## config.mk

```make
export PLATFORM = sky130hd
export DESIGN_NAME = trig_wheel_gen
export DESIGN_NICKNAME = d
export VERILOG_FILES = /design/src/rtl/trig_wheel_gen.sv
export SDC_FILE = /design/constraint.sdc
export NUM_CORES = 1
export LEC_CHECK = 0
export ABC_CLOCK_PERIOD_IN_PS = 5100
export CORE_AREA = 5 5 148 150
export DETAILED_ROUTE_END_ITERATION = 10
export DIE_AREA = 0 0 153 155
export PLACE_DENSITY = 0.74
export SETUP_SLACK_MARGIN = 0.4
export SYNTH_ARGS = -nofsm -noshare
export SYNTH_HDL_FRONTEND = slang
export SYNTH_SLANG_ARGS = --single-unit
```

## constraint.sdc

```tcl
create_clock -name clk -period 5.1 [get_ports clk]
set_input_delay 1.275 -clock clk [delete_from_list [all_inputs] [get_ports clk]]
set_output_delay 1.275 -clock clk [all_outputs]
set_load 0.02 [all_outputs]
```

## src/rtl/trig_wheel_gen.sv

```systemverilog
// trig_wheel_gen
//   Missing-tooth (N-minus-M) crank wheel simulator. It produces a tooth train
//   on wheel_out that can stand in for a real VR/Hall sensor at the sync
//   decoder input. The period and tooth configuration are captured into shadow
//   registers only when leaving IDLE and at each revolution boundary, so a
//   revolution always finishes with the settings it started with.
//
// Ports
//   clk                    system clock
//   reset_n                asynchronous active-low reset
//   enable                 level; high runs the generator, low forces IDLE
//   tooth_period[31:0]     clocks per tooth pitch P (valid P >= 2)
//   trigger_tooth_cnt[7:0] tooth positions N, including the missing ones
//   trigger_teeth_missing[7:0] missing teeth M (valid 1 <= M < N)
//   wheel_out              generated tooth signal (registered)
//   tooth_num[7:0]         index of the most recently started present tooth
//   rev_pulse              one-cycle strobe with the rising edge of tooth 0
//   running                high while a tooth train is being generated
//   cfg_err                high while enabled with an invalid configuration
//
// Output handshake: there is none. Outputs are free-running registered
// levels/strobes, and all of them change only on clk.
module trig_wheel_gen (
  input  logic        clk,
  input  logic        reset_n,
  input  logic        enable,
  input  logic [31:0] tooth_period,
  input  logic [7:0]  trigger_tooth_cnt,
  input  logic [7:0]  trigger_teeth_missing,
  output logic        wheel_out,
  output logic [7:0]  tooth_num,
  output logic        rev_pulse,
  output logic        running,
  output logic        cfg_err
);

  typedef enum logic [1:0] {
    S_IDLE = 2'd0,
    S_HIGH = 2'd1,
    S_LOW  = 2'd2,
    S_GAP  = 2'd3
  } state_t;

  state_t      state_q, state_d;
  logic [31:0] cnt_q, cnt_d;       // phase down-counter, expires at 0
  logic [31:0] p_s_q, p_s_d;       // shadow period
  logic [7:0]  n_s_q, n_s_d;       // shadow tooth count
  logic [7:0]  m_s_q, m_s_d;       // shadow missing count
  logic [7:0]  miss_q, miss_d;     // remaining missing sub-periods in GAP
  logic [7:0]  tooth_d;
  logic        wheel_d, rev_d, run_d, err_d;

  logic        in_valid;
  logic [31:0] in_high_m1;         // H-1 computed from the live inputs
  logic [31:0] s_high_m1;          // H-1 from the shadow period
  logic [31:0] s_low_m1;           // L-1 from the shadow period
  logic [31:0] s_per_m1;           // P-1 from the shadow period
  logic [7:0]  last_tooth;         // index of the last present tooth

  assign in_valid   = (tooth_period >= 32'd2) &&
                      (trigger_teeth_missing != 8'd0) &&
                      (trigger_teeth_missing < trigger_tooth_cnt);
  assign in_high_m1 = (tooth_period >> 1) - 32'd1;
  assign s_high_m1  = (p_s_q >> 1) - 32'd1;
  assign s_low_m1   = p_s_q - (p_s_q >> 1) - 32'd1;
  assign s_per_m1   = p_s_q - 32'd1;
  // Shadow config is always valid (M < N), so this cannot underflow.
  assign last_tooth = n_s_q - m_s_q - 8'd1;

  always_ff @(posedge clk or negedge reset_n) begin
    if (!reset_n) begin
      state_q   <= S_IDLE;
      cnt_q     <= '0;
      p_s_q     <= '0;
      n_s_q     <= '0;
      m_s_q     <= '0;
      miss_q    <= '0;
      tooth_num <= '0;
      wheel_out <= 1'b0;
      rev_pulse <= 1'b0;
      running   <= 1'b0;
      cfg_err   <= 1'b0;
    end else begin
      state_q   <= state_d;
      cnt_q     <= cnt_d;
      p_s_q     <= p_s_d;
      n_s_q     <= n_s_d;
      m_s_q     <= m_s_d;
      miss_q    <= miss_d;
      tooth_num <= tooth_d;
      wheel_out <= wheel_d;
      rev_pulse <= rev_d;
      running   <= run_d;
      cfg_err   <= err_d;
    end
  end

  always_comb begin
    state_d = state_q;
    cnt_d   = cnt_q;
    p_s_d   = p_s_q;
    n_s_d   = n_s_q;
    m_s_d   = m_s_q;
    miss_d  = miss_q;
    tooth_d = tooth_num;
    wheel_d = 1'b0;
    rev_d   = 1'b0;
    run_d   = 1'b0;
    err_d   = 1'b0;

    if (!enable) begin
      // Disable has priority over everything, including a revolution boundary.
      // tooth_num keeps its last value.
      state_d = S_IDLE;
    end else begin
      case (state_q)
        S_IDLE: begin
          if (in_valid) begin
            p_s_d   = tooth_period;
            n_s_d   = trigger_tooth_cnt;
            m_s_d   = trigger_teeth_missing;
            tooth_d = 8'd0;
            rev_d   = 1'b1;
            wheel_d = 1'b1;
            run_d   = 1'b1;
            cnt_d   = in_high_m1;
            state_d = S_HIGH;
          end else begin
            err_d = 1'b1;
          end
        end

        S_HIGH: begin
          run_d = 1'b1;
          if (cnt_q == 32'd0) begin
            cnt_d   = s_low_m1;
            state_d = S_LOW;
          end else begin
            wheel_d = 1'b1;
            cnt_d   = cnt_q - 32'd1;
          end
        end

        S_LOW: begin
          run_d = 1'b1;
          if (cnt_q == 32'd0) begin
            if (tooth_num < last_tooth) begin
              tooth_d = tooth_num + 8'd1;
              wheel_d = 1'b1;
              cnt_d   = s_high_m1;
              state_d = S_HIGH;
            end else begin
              // The gap is M whole pitches, counted one pitch at a time.
              miss_d  = m_s_q;
              cnt_d   = s_per_m1;
              state_d = S_GAP;
            end
          end else begin
            cnt_d = cnt_q - 32'd1;
          end
        end

        S_GAP: begin
          run_d = 1'b1;
          if (cnt_q == 32'd0) begin
            if (miss_q <= 8'd1) begin
              // Revolution boundary: the only load point while running.
              if (in_valid) begin
                p_s_d   = tooth_period;
                n_s_d   = trigger_tooth_cnt;
                m_s_d   = trigger_teeth_missing;
                tooth_d = 8'd0;
                rev_d   = 1'b1;
                wheel_d = 1'b1;
                cnt_d   = in_high_m1;
                state_d = S_HIGH;
              end else begin
                run_d   = 1'b0;
                err_d   = 1'b1;
                state_d = S_IDLE;
              end
            end else begin
              miss_d = miss_q - 8'd1;
              cnt_d  = s_per_m1;
            end
          end else begin
            cnt_d = cnt_q - 32'd1;
          end
        end

        default: begin
          state_d = S_IDLE;
        end
      endcase
    end
  end

endmodule

```

======== Word level (Yosys, flattened, before mapping) ========
Index checks and enable logic that the tools add are counted.
operators by class
  $add $sub $neg .......................... 10
  order comparisons ....................... 4
  eq/ne operators ......................... 14
  muxes and demuxes ....................... 58
  reductions and logical operators ........ 13
operators by type and width
  kind                     count
  $mux W32                 9
  $pmux W32 S4             1
  $mux W8                  15
  $sub A32 B1 Y32 const B  3
  $pmux W32 S2             1
  $sub A31 B1 Y32 const B  2
  $pmux W8 S2              3
  $ge A32 B2 Y1 const B    1
  $logic_not A32 Y1        1
  $sub A32 B31 Y32         1
  $pmux W8 S3              1
  $lt A8 B8 Y1             2
  $mux W1                  16
  $sub A8 B1 Y8 const B    2
  $ne A3 B3 Y1 const B     5
  $mux W2                  7
  $ne A2 B2 Y1 const B     6
  $reduce_and A6 Y1        2
  $add A8 B1 Y8 const B    1
  $le A8 B1 Y1 const B     1
  $pmux W2 S4              1
  $reduce_bool A8 Y1       1
  $sub A8 B8 Y8            1
  $reduce_and A5 Y1        1
  11 further kinds         15
storage, ports and cells
  flip-flop bits (word level) ............. 102
  bits of input ports ..................... 51
  word-level logic and storage cells ...... 110

======== Longest topological paths before layout ========
Gate-level depths: netlist of run 1.
  depth after elaboration ................. 8
  depth in mapped cells ................... 21

======== Worst setup path after synthesis of run 1 ========
Ideal clock, no wire load.
  path type ............................... input -> register
  from .................................... in tooth_period[7]
  to ...................................... reg cnt_q[24]
  library setup time ...................... 0.118 ns
  arrival time ............................ 3.839 ns
  data required time ...................... 4.982 ns
  path slack .............................. 1.143 ns
  stages .................................. 11
  cells stage by stage .................... or4_1 -> buf_2 -> or4_4 -> or4_4 -> buf_6 -> nor3_2 -> xor2_1 -> mux2_2 -> a22oi_1 -> o2bb2ai_1 -> a21o_1
between the ends
  word-level cells in the longest chain between the ends .. 7
  elaborated cells on any way between the ends .. 8
  classes of those cells .................. 1 x add/sub; 1 x order compare; 4 x mux; 2 x reduce/logical
RTL lines
  element                 line      source
  start: declaration      27        input logic [31:0] tooth_period,
  $ge A32 B2 Y1           60        assign in_valid = (tooth_period >= 32'd2) &&
  $logic_and A1 B1 Y1     60
  $logic_and A1 B1 Y1     61        (trigger_teeth_missing != 8'd0) &&
  $mux W32 *              118, 168
  $mux W32                166       if (miss_q <= 8'd1) begin
  $mux W32                165       if (cnt_q == 32'd0) begin
  $pmux W32 S4 *          116       case (state_q)
  end signal: assignment  85        cnt_q <= cnt_d;
  end: declaration        45        logic [31:0] cnt_q, cnt_d;
Every way passes the cells marked *; elsewhere a longest branch is shown, timed or not.
A chain may end at the register's enable or synchronous reset.

======== Worst setup path after layout of run 1 ========
  from .................................... in tooth_period[11]
  to ...................................... reg p_s_q[6]
between the ends
  word-level cells in the longest chain between the ends .. 7
RTL lines
  element                 line  source
  $ge A32 B2 Y1 *         60
  $logic_and A1 B1 Y1 *   60
  $logic_and A1 B1 Y1 *   61
  $mux W32 *              --
  $mux W32 (2 in series)  --
  $pmux W32 S2 *          --
  end signal: assignment  86    p_s_q <= p_s_d;
  end: declaration        46    logic [31:0] p_s_q, p_s_d;
Every way passes the cells marked *; elsewhere a longest branch is shown, timed or not. The select of a mux whose other input is x is not followed.

==> results.cfg, run 1 <==
[cells_and_area]
fillers = 1858
post-route-cell-area_um2 = 12400
mostFrequentLayoutCells = 122 x nand2_1, 114 x nor2_1, 111 x xnor2_1
drive_above_1_share = 0.0574
antenna_cells = 0
area_growth_pct = 11.5
num-nets-final = 1590
final_common_cell = nand2_1

[synthesis]
synth_fp_nets = 1546
synth_edf_count = 0
synth.avg_cell_area_um2 = 7.94
yosysSeqAreaShare = 0.230
synth_top_cell_area_share = 0.230
synthArstFlopShare = 1.00
yosys_warnings = 0
synth_top_cell_by_area = dfrtp_1
ys_types = 86
syn_area_um2 = 11100
yosys-top-cells-area = dfrtp_1 23%, ha_1 11%, xnor2_1 8.8%
ys_ff_latch = 102
ys.flop_type = dfrtp_1
synth_cells = 1396

[die]
core_region_area_um2 = 20600
chipHeight_um = 155
rows = 53
die_area_um2 = 23700
boundaryPins = 63
initial_core_util = 0.539
die_w_um = 153

[setup_path]
endpoint_kind = flip-flop
r2r_slack_ns = 0.85
cp_max_fo = 16
critical_path_class = input port to flip-flop
arrival_ns = 4.67
cp-start-kind = input port
crit_required_ns = 5.36

[detailed_routing]
drt-pass1-iter-count = 8
num_vias = 11100
avgRoutedWirePerCell_um = 21.4
drc = 0
first_iter_violations = 1054
vias_per_cell = 6.46
wirelength_mm = 36.9
drt.antenna.violating_nets = 0

[clock_network]
cts_resized = 0
cts_hold_buf = 0
cts_buffer_depth = 2
cts_max_level = 3
numCtsBuffers = 9
clock_sinks = 102
clkTransAtPathRegs_ns = 0.09
cts_setup_buffers = 0
cts_tree = yes
worstSkewPairLatency_ns = 0.38
root_buffer = clkbuf_16

[placement]
place_congestion = 1.05
dpl-instance-area_um2 = 12000
dp_hpwl_mm = 27.6
io_buffer_count = 62

[global_route]
grt_max_degree = 47
grt_pass1_vias = 10500
grt_pass1_wl_mm = 58.0
grt_use_total = 0.306
overflow = 0
grt_antenna_before_repair = 1

[power]
combPwrFrac = 0.707
power_switching_uw = 4250
switching_share = 0.530
internal_power_uw = 3760
power.leakage_uw = 0.00509
cellPowerDensity_nw_per_um2 = 648
peakVddDrop_v = 0.000343
p_seq_frac = 0.201
clkPwrFrac = 0.092

[sta]
fin_skew_ns = 0.0173
maxSlewViolCount = 0
relSlewSlack = 0.164
tightestPinTransition_ns = 1.25
hold_ws_ns = 0.501
timing.fmax_ghz = 0.227
rsz0062_at_grt = no
period_needed_ns = 4.41
tns_ns = 0
fin_crit_sh = 0.864
finalHoldViolCount = 0
final-setup-viol-count = 0

[flow_run]
max_cap_violations = 0

[run_status]
status = completed

[min_path]
min_path_type = flip-flop to flip-flop
stage by stage:
step	power, uW	cells	setup slack, ns	utilization
detailed placement	7110	1704	0.328	0.585
floorplan	5620	1396	1.14	-
global placement	7010	1704	0.396	0.585
global route	8630	1720	0.435	0.601
finish	8010	1720	0.692	0.601
CTS	7870	1720	0.548	0.600
layout make-up:
type	count	area, um^2	area share
clock buffers	9	225	0.0182
clock inverters	7	76.3	0.00618
inverters	97	364	0.0295
multi-input cells	1136	7920	0.641
flip-flops and latches	102	2550	0.207
well taps	275	344	0.0279
repair buffers	94	871	0.0705
final timing paths:
path | from | endpoint | cells after the start
min | m_s_q[0] | m_s_q[0] | 1
max | tooth_period[11] | p_s_q[6] | 10
min in group asynchronous | reset_n | p_s_q[0] | 1
min reg2reg | m_s_q[0] | m_s_q[0] | 1
max reg2reg | m_s_q[0] | cnt_q[13] | 21
max in group asynchronous | reset_n | p_s_q[29] | 2
worst max-delay path, cell delays in order:
cell and delay (ns):
clkdlybuf4s50_1 0.48, or4_1 0.68, nor4_4 0.45, nand2_2 0.15, or3_1 0.39, nand2_1 0.10, nor2_1 0.13, o211ai_4 0.28
buf_4 0.36, mux2_1 0.36
logic make-up (layout without fill, tap and decap cells):
logic type      after synthesis  after routing  share of synthesized area
fa+ha+maj                    99             99                      0.113
compound gates              379            379                      0.221
mux                          60             60                     0.0592
simple gates                455            455                      0.205
flops                       102            102                      0.230
buf+inv                     158            207                     0.0579
xor+xnor                    143            143                      0.113
cells in the mapped netlist, types with 7 or more instances:
library cell / number
nor4_1: 15
a221o_1: 8
dfrtp_1: 102
clkbuf_1: 44
and3_1: 9
mux2_1: 41
a31oi_1: 13
a211oi_1: 11
buf_2: 9
nor3_1: 41
nand2_1: 122
o31ai_1: 13
o22ai_1: 16
xor2_1: 32
xnor2_1: 111
mux2i_1: 16
a21oi_1: 106
o21ai_0: 65
nand4_1: 16
o21ai_1: 30
nand2b_1: 17
and2_1: 8
o221ai_1: 9
or3_1: 15
nand3_1: 37
a21o_1: 15
or4_1: 16
ha_1: 97
a22oi_1: 7
inv_1: 94
o21bai_1: 7
nor2b_1: 10
nor2_1: 115
a221oi_1: 14
power groups by stage:
stage          Clock, uW  Combinational [uW]  Sequential, uW
4_1_cts              746                5530            1600
2_1_floorplan          0                4150            1470
3_5_place_dp           0                5490            1610
3_3_place_gp           0                5390            1610
5_1_grt              782                6180            1660
6_report             739                5660            1610
per-layer routing:
| layer | track usage | wire length (um) | up-vias |
|---|---|---|---|
| met2 | 0.482 | 16300 | 616 |
| met5 | 0 | 20 | - |
| li1 | - | - | 5126 |
| met1 | 0.393 | 15000 | 5241 |
| met4 | 0.142 | 1830 | 2 |
| met3 | 0.0840 | 3690 | 133 |
flip-flops by register name, summed over array words and instances, names as in the netlist:
name / cells
running: 1
cfg_err: 1
wheel_out: 1
cnt_q: 32
rev_pulse: 1
m_s_q: 8
state_q: 2
tooth_num: 8
n_s_q: 8
p_s_q: 32
miss_q: 8
Power figures use the tool's default switching activity.
==> run 2, diff against run 1 <==
--- a/config.mk
+++ b/config.mk
@@ -6,10 +6,9 @@
 export NUM_CORES = 1
 export LEC_CHECK = 0
 export ABC_CLOCK_PERIOD_IN_PS = 5100
-export CORE_AREA = 5 5 148 150
+export CORE_AREA = 5 5 199 201
 export DETAILED_ROUTE_END_ITERATION = 10
-export DIE_AREA = 0 0 153 155
-export PLACE_DENSITY = 0.74
+export DIE_AREA = 0 0 204 206
 export SETUP_SLACK_MARGIN = 0.4
 export SYNTH_ARGS = -nofsm -noshare
 export SYNTH_HDL_FRONTEND = slang
==> run 2 against run 1 <==
  * Sequential power about the same
  * Largest cell class unchanged
  * Via count down 0.83%
  * Global-route usage down 12 points
  * Fmax up 2.1%
  * Critical path type is now flip-flop to flip-flop
==> results.cfg, run 2 (synthesis gave the netlist of run 1 again) <==
[cells_and_area]
drive_above_1_share = 0.0574
num-nets-final = 1590
post-route-cell-area_um2 = 12700
area_growth_pct = 14.3
mostFrequentLayoutCells = 122 x nand2_1, 114 x nor2_1, 111 x xnor2_1
fin_cells = 1957
reg.largest.list = cnt_q (32), p_s_q (32)
final_common_cell = nand2_1

[clock_network]
cts_buffer_depth = 2
cts_max_level = 3
numCtsBuffers = 9
cts_hold_buf = 0
cts_tree = yes
clkTransAtPathRegs_ns = 0.08
root_buffer = clkbuf_16
clock_sinks = 102
worstSkewPairLatency_ns = 0.38

[setup_path]
cp-start-kind = flip-flop
path_buf_inv = 2
slowest_stage = dfrtp_1
crit_required_ns = 5.36
critical_path_class = flip-flop to flip-flop
critical-path-max-stage-delay_ns = 0.47
cp_max_fo = 5
arrival_ns = 4.57
crit_top_cell = a21oi_1
critical-path-top-delay-family = compound AO/OA/AOI/OAI gates
worstPathCellList = inv_1 > ha_1 > a21o_1 > a21oi_1 > o21bai_1 > a21oi_1 > o21bai_1 > a21oi_1 > xnor2_1 > ha_1 > o21a_1 > nor2_1 > nor4_1 > nor2_1 > o21ai_4 > buf_4 > a222oi_1 > o22ai_1 > a221o_1
endpoint_kind = flip-flop

[placement]
place_congestion = 0.937
dp_cells = 1940
dpl-instance-area_um2 = 12300
place_ws_ns = 0.440
dp_hpwl_mm = 30.0
io_buffer_count = 62

[die]
boundaryPins = 63
initial_core_util = 0.296
rows = 71
chipHeight_um = 206
die_w_um = 204
die_area_um2 = 42000
core_region_area_um2 = 37400

[detailed_routing]
vias_per_cell = 5.63
wirelength_mm = 39.3
drc = 0
drt.antenna.violating_nets = 0
drt-pass1-iter-count = 7
avgRoutedWirePerCell_um = 20.1
num_vias = 11000
first_iter_violations = 1022

[global_route]
grt_pass1_vias = 10700
grt_pass1_wl_mm = 61.0
grt_max_degree = 40
grt_use_total = 0.183
grt_antenna_before_repair = 0
overflow = 0

[sta]
fin_ws_ns = 0.784
tightestPinTransition_ns = 1.30
period_needed_ns = 4.32
timing.fmax_ghz = 0.232
relSlewSlack = 0.136
final-setup-viol-count = 0
rsz0062_at_grt = no
tns_ns = 0
fin_skew_ns = 0.0200
maxSlewViolCount = 0
fin_crit_sh = 0.846
finalHoldViolCount = 0

[run_status]
status = completed

[flow_run]
max_cap_violations = 0

[min_path]
min_path_type = flip-flop to flip-flop

[power]
cellPowerDensity_nw_per_um2 = 635
power.leakage_uw = 0.00510
peakVddDrop_v = 0.000289
run 2: path summary, 6_finish.rpt:
| path | startpoint | endpoint | slack, ns | cells after the start |
|---|---|---|---|---|
| worst max-delay path | m_s_q[1] | cnt_q[11] | 0.78 | 19 |
| worst min-delay path | m_s_q[0] | m_s_q[0] | 0.49 | 1 |
| worst max register to register | m_s_q[1] | cnt_q[11] | 0.78 | 19 |
| worst min register to register | m_s_q[0] | m_s_q[0] | 0.49 | 1 |
| max in group asynchronous | reset_n | n_s_q[3] | 3.27 | 2 |
| min in group asynchronous | reset_n | p_s_q[5] | 0.91 | 1 |
run 2: where the power goes:
part           total, uW  leakage, uW  internal [uW]  switching [uW]
combinational       5690      0.00369           2270            3410
clock                740     0.000143            355             385
sequential          1620      0.00126           1140             478
total               8040      0.00510           3770            4280
run 2: cell type report:
cell class / instances / area (um^2)
inverter: 97 / 364
clock buffer: 10 / 239
antenna: 1 / 2.50
clock inverter: 6 / 57.6
tap: 511 / 639
sequential: 102 / 2550
fill: 3947 / 24700
timing repair buffer: 94 / 871
multi-input combinational: 1136 / 7930
run 2: timing repair:
item | 4_1_cts | 5_1_grt
buffers inserted | 0 | 0
endpoints found under the setup margin | 0 | 9
gates resized for setup | 0 | 5
run 2: per-stage QoR:
stage / hold WS [ns] / total power, uW / utilization
5_1_grt: 0.507 / 8680 / 0.338
6_report: 0.495 / 8040 / 0.338
3_3_place_gp: 0.480 / 7120 / 0.330
2_1_floorplan: 0.462 / 5620 / -
4_1_cts: 0.500 / 7960 / 0.338
3_5_place_dp: 0.482 / 7190 / 0.330
run 2: metal layers:
layer / up-vias / global-route usage / wire [um]
li1: 5136 / - / -
met1: 5328 / 0.245 / 16900
met2: 470 / 0.302 / 18000
met3: 92 / 0.0295 / 3100
met4: 0 / 0.0653 / 1330
met5: - / 0 / 0
run 2: worst reg2reg max path: stages, from the launching register on:
cell and delay [ns]:
dfrtp_1 0.47, inv_1 0.07, ha_1 0.27, a21o_1 0.18
a21oi_1 0.22, o21bai_1 0.09, a21oi_1 0.21, o21bai_1 0.09
a21oi_1 0.17, xnor2_1 0.17, ha_1 0.28, o21a_1 0.11
nor2_1 0.20, nor4_1 0.12, nor2_1 0.26, o21ai_4 0.16
buf_4 0.22, a222oi_1 0.40, o22ai_1 0.15, a221o_1 0.37
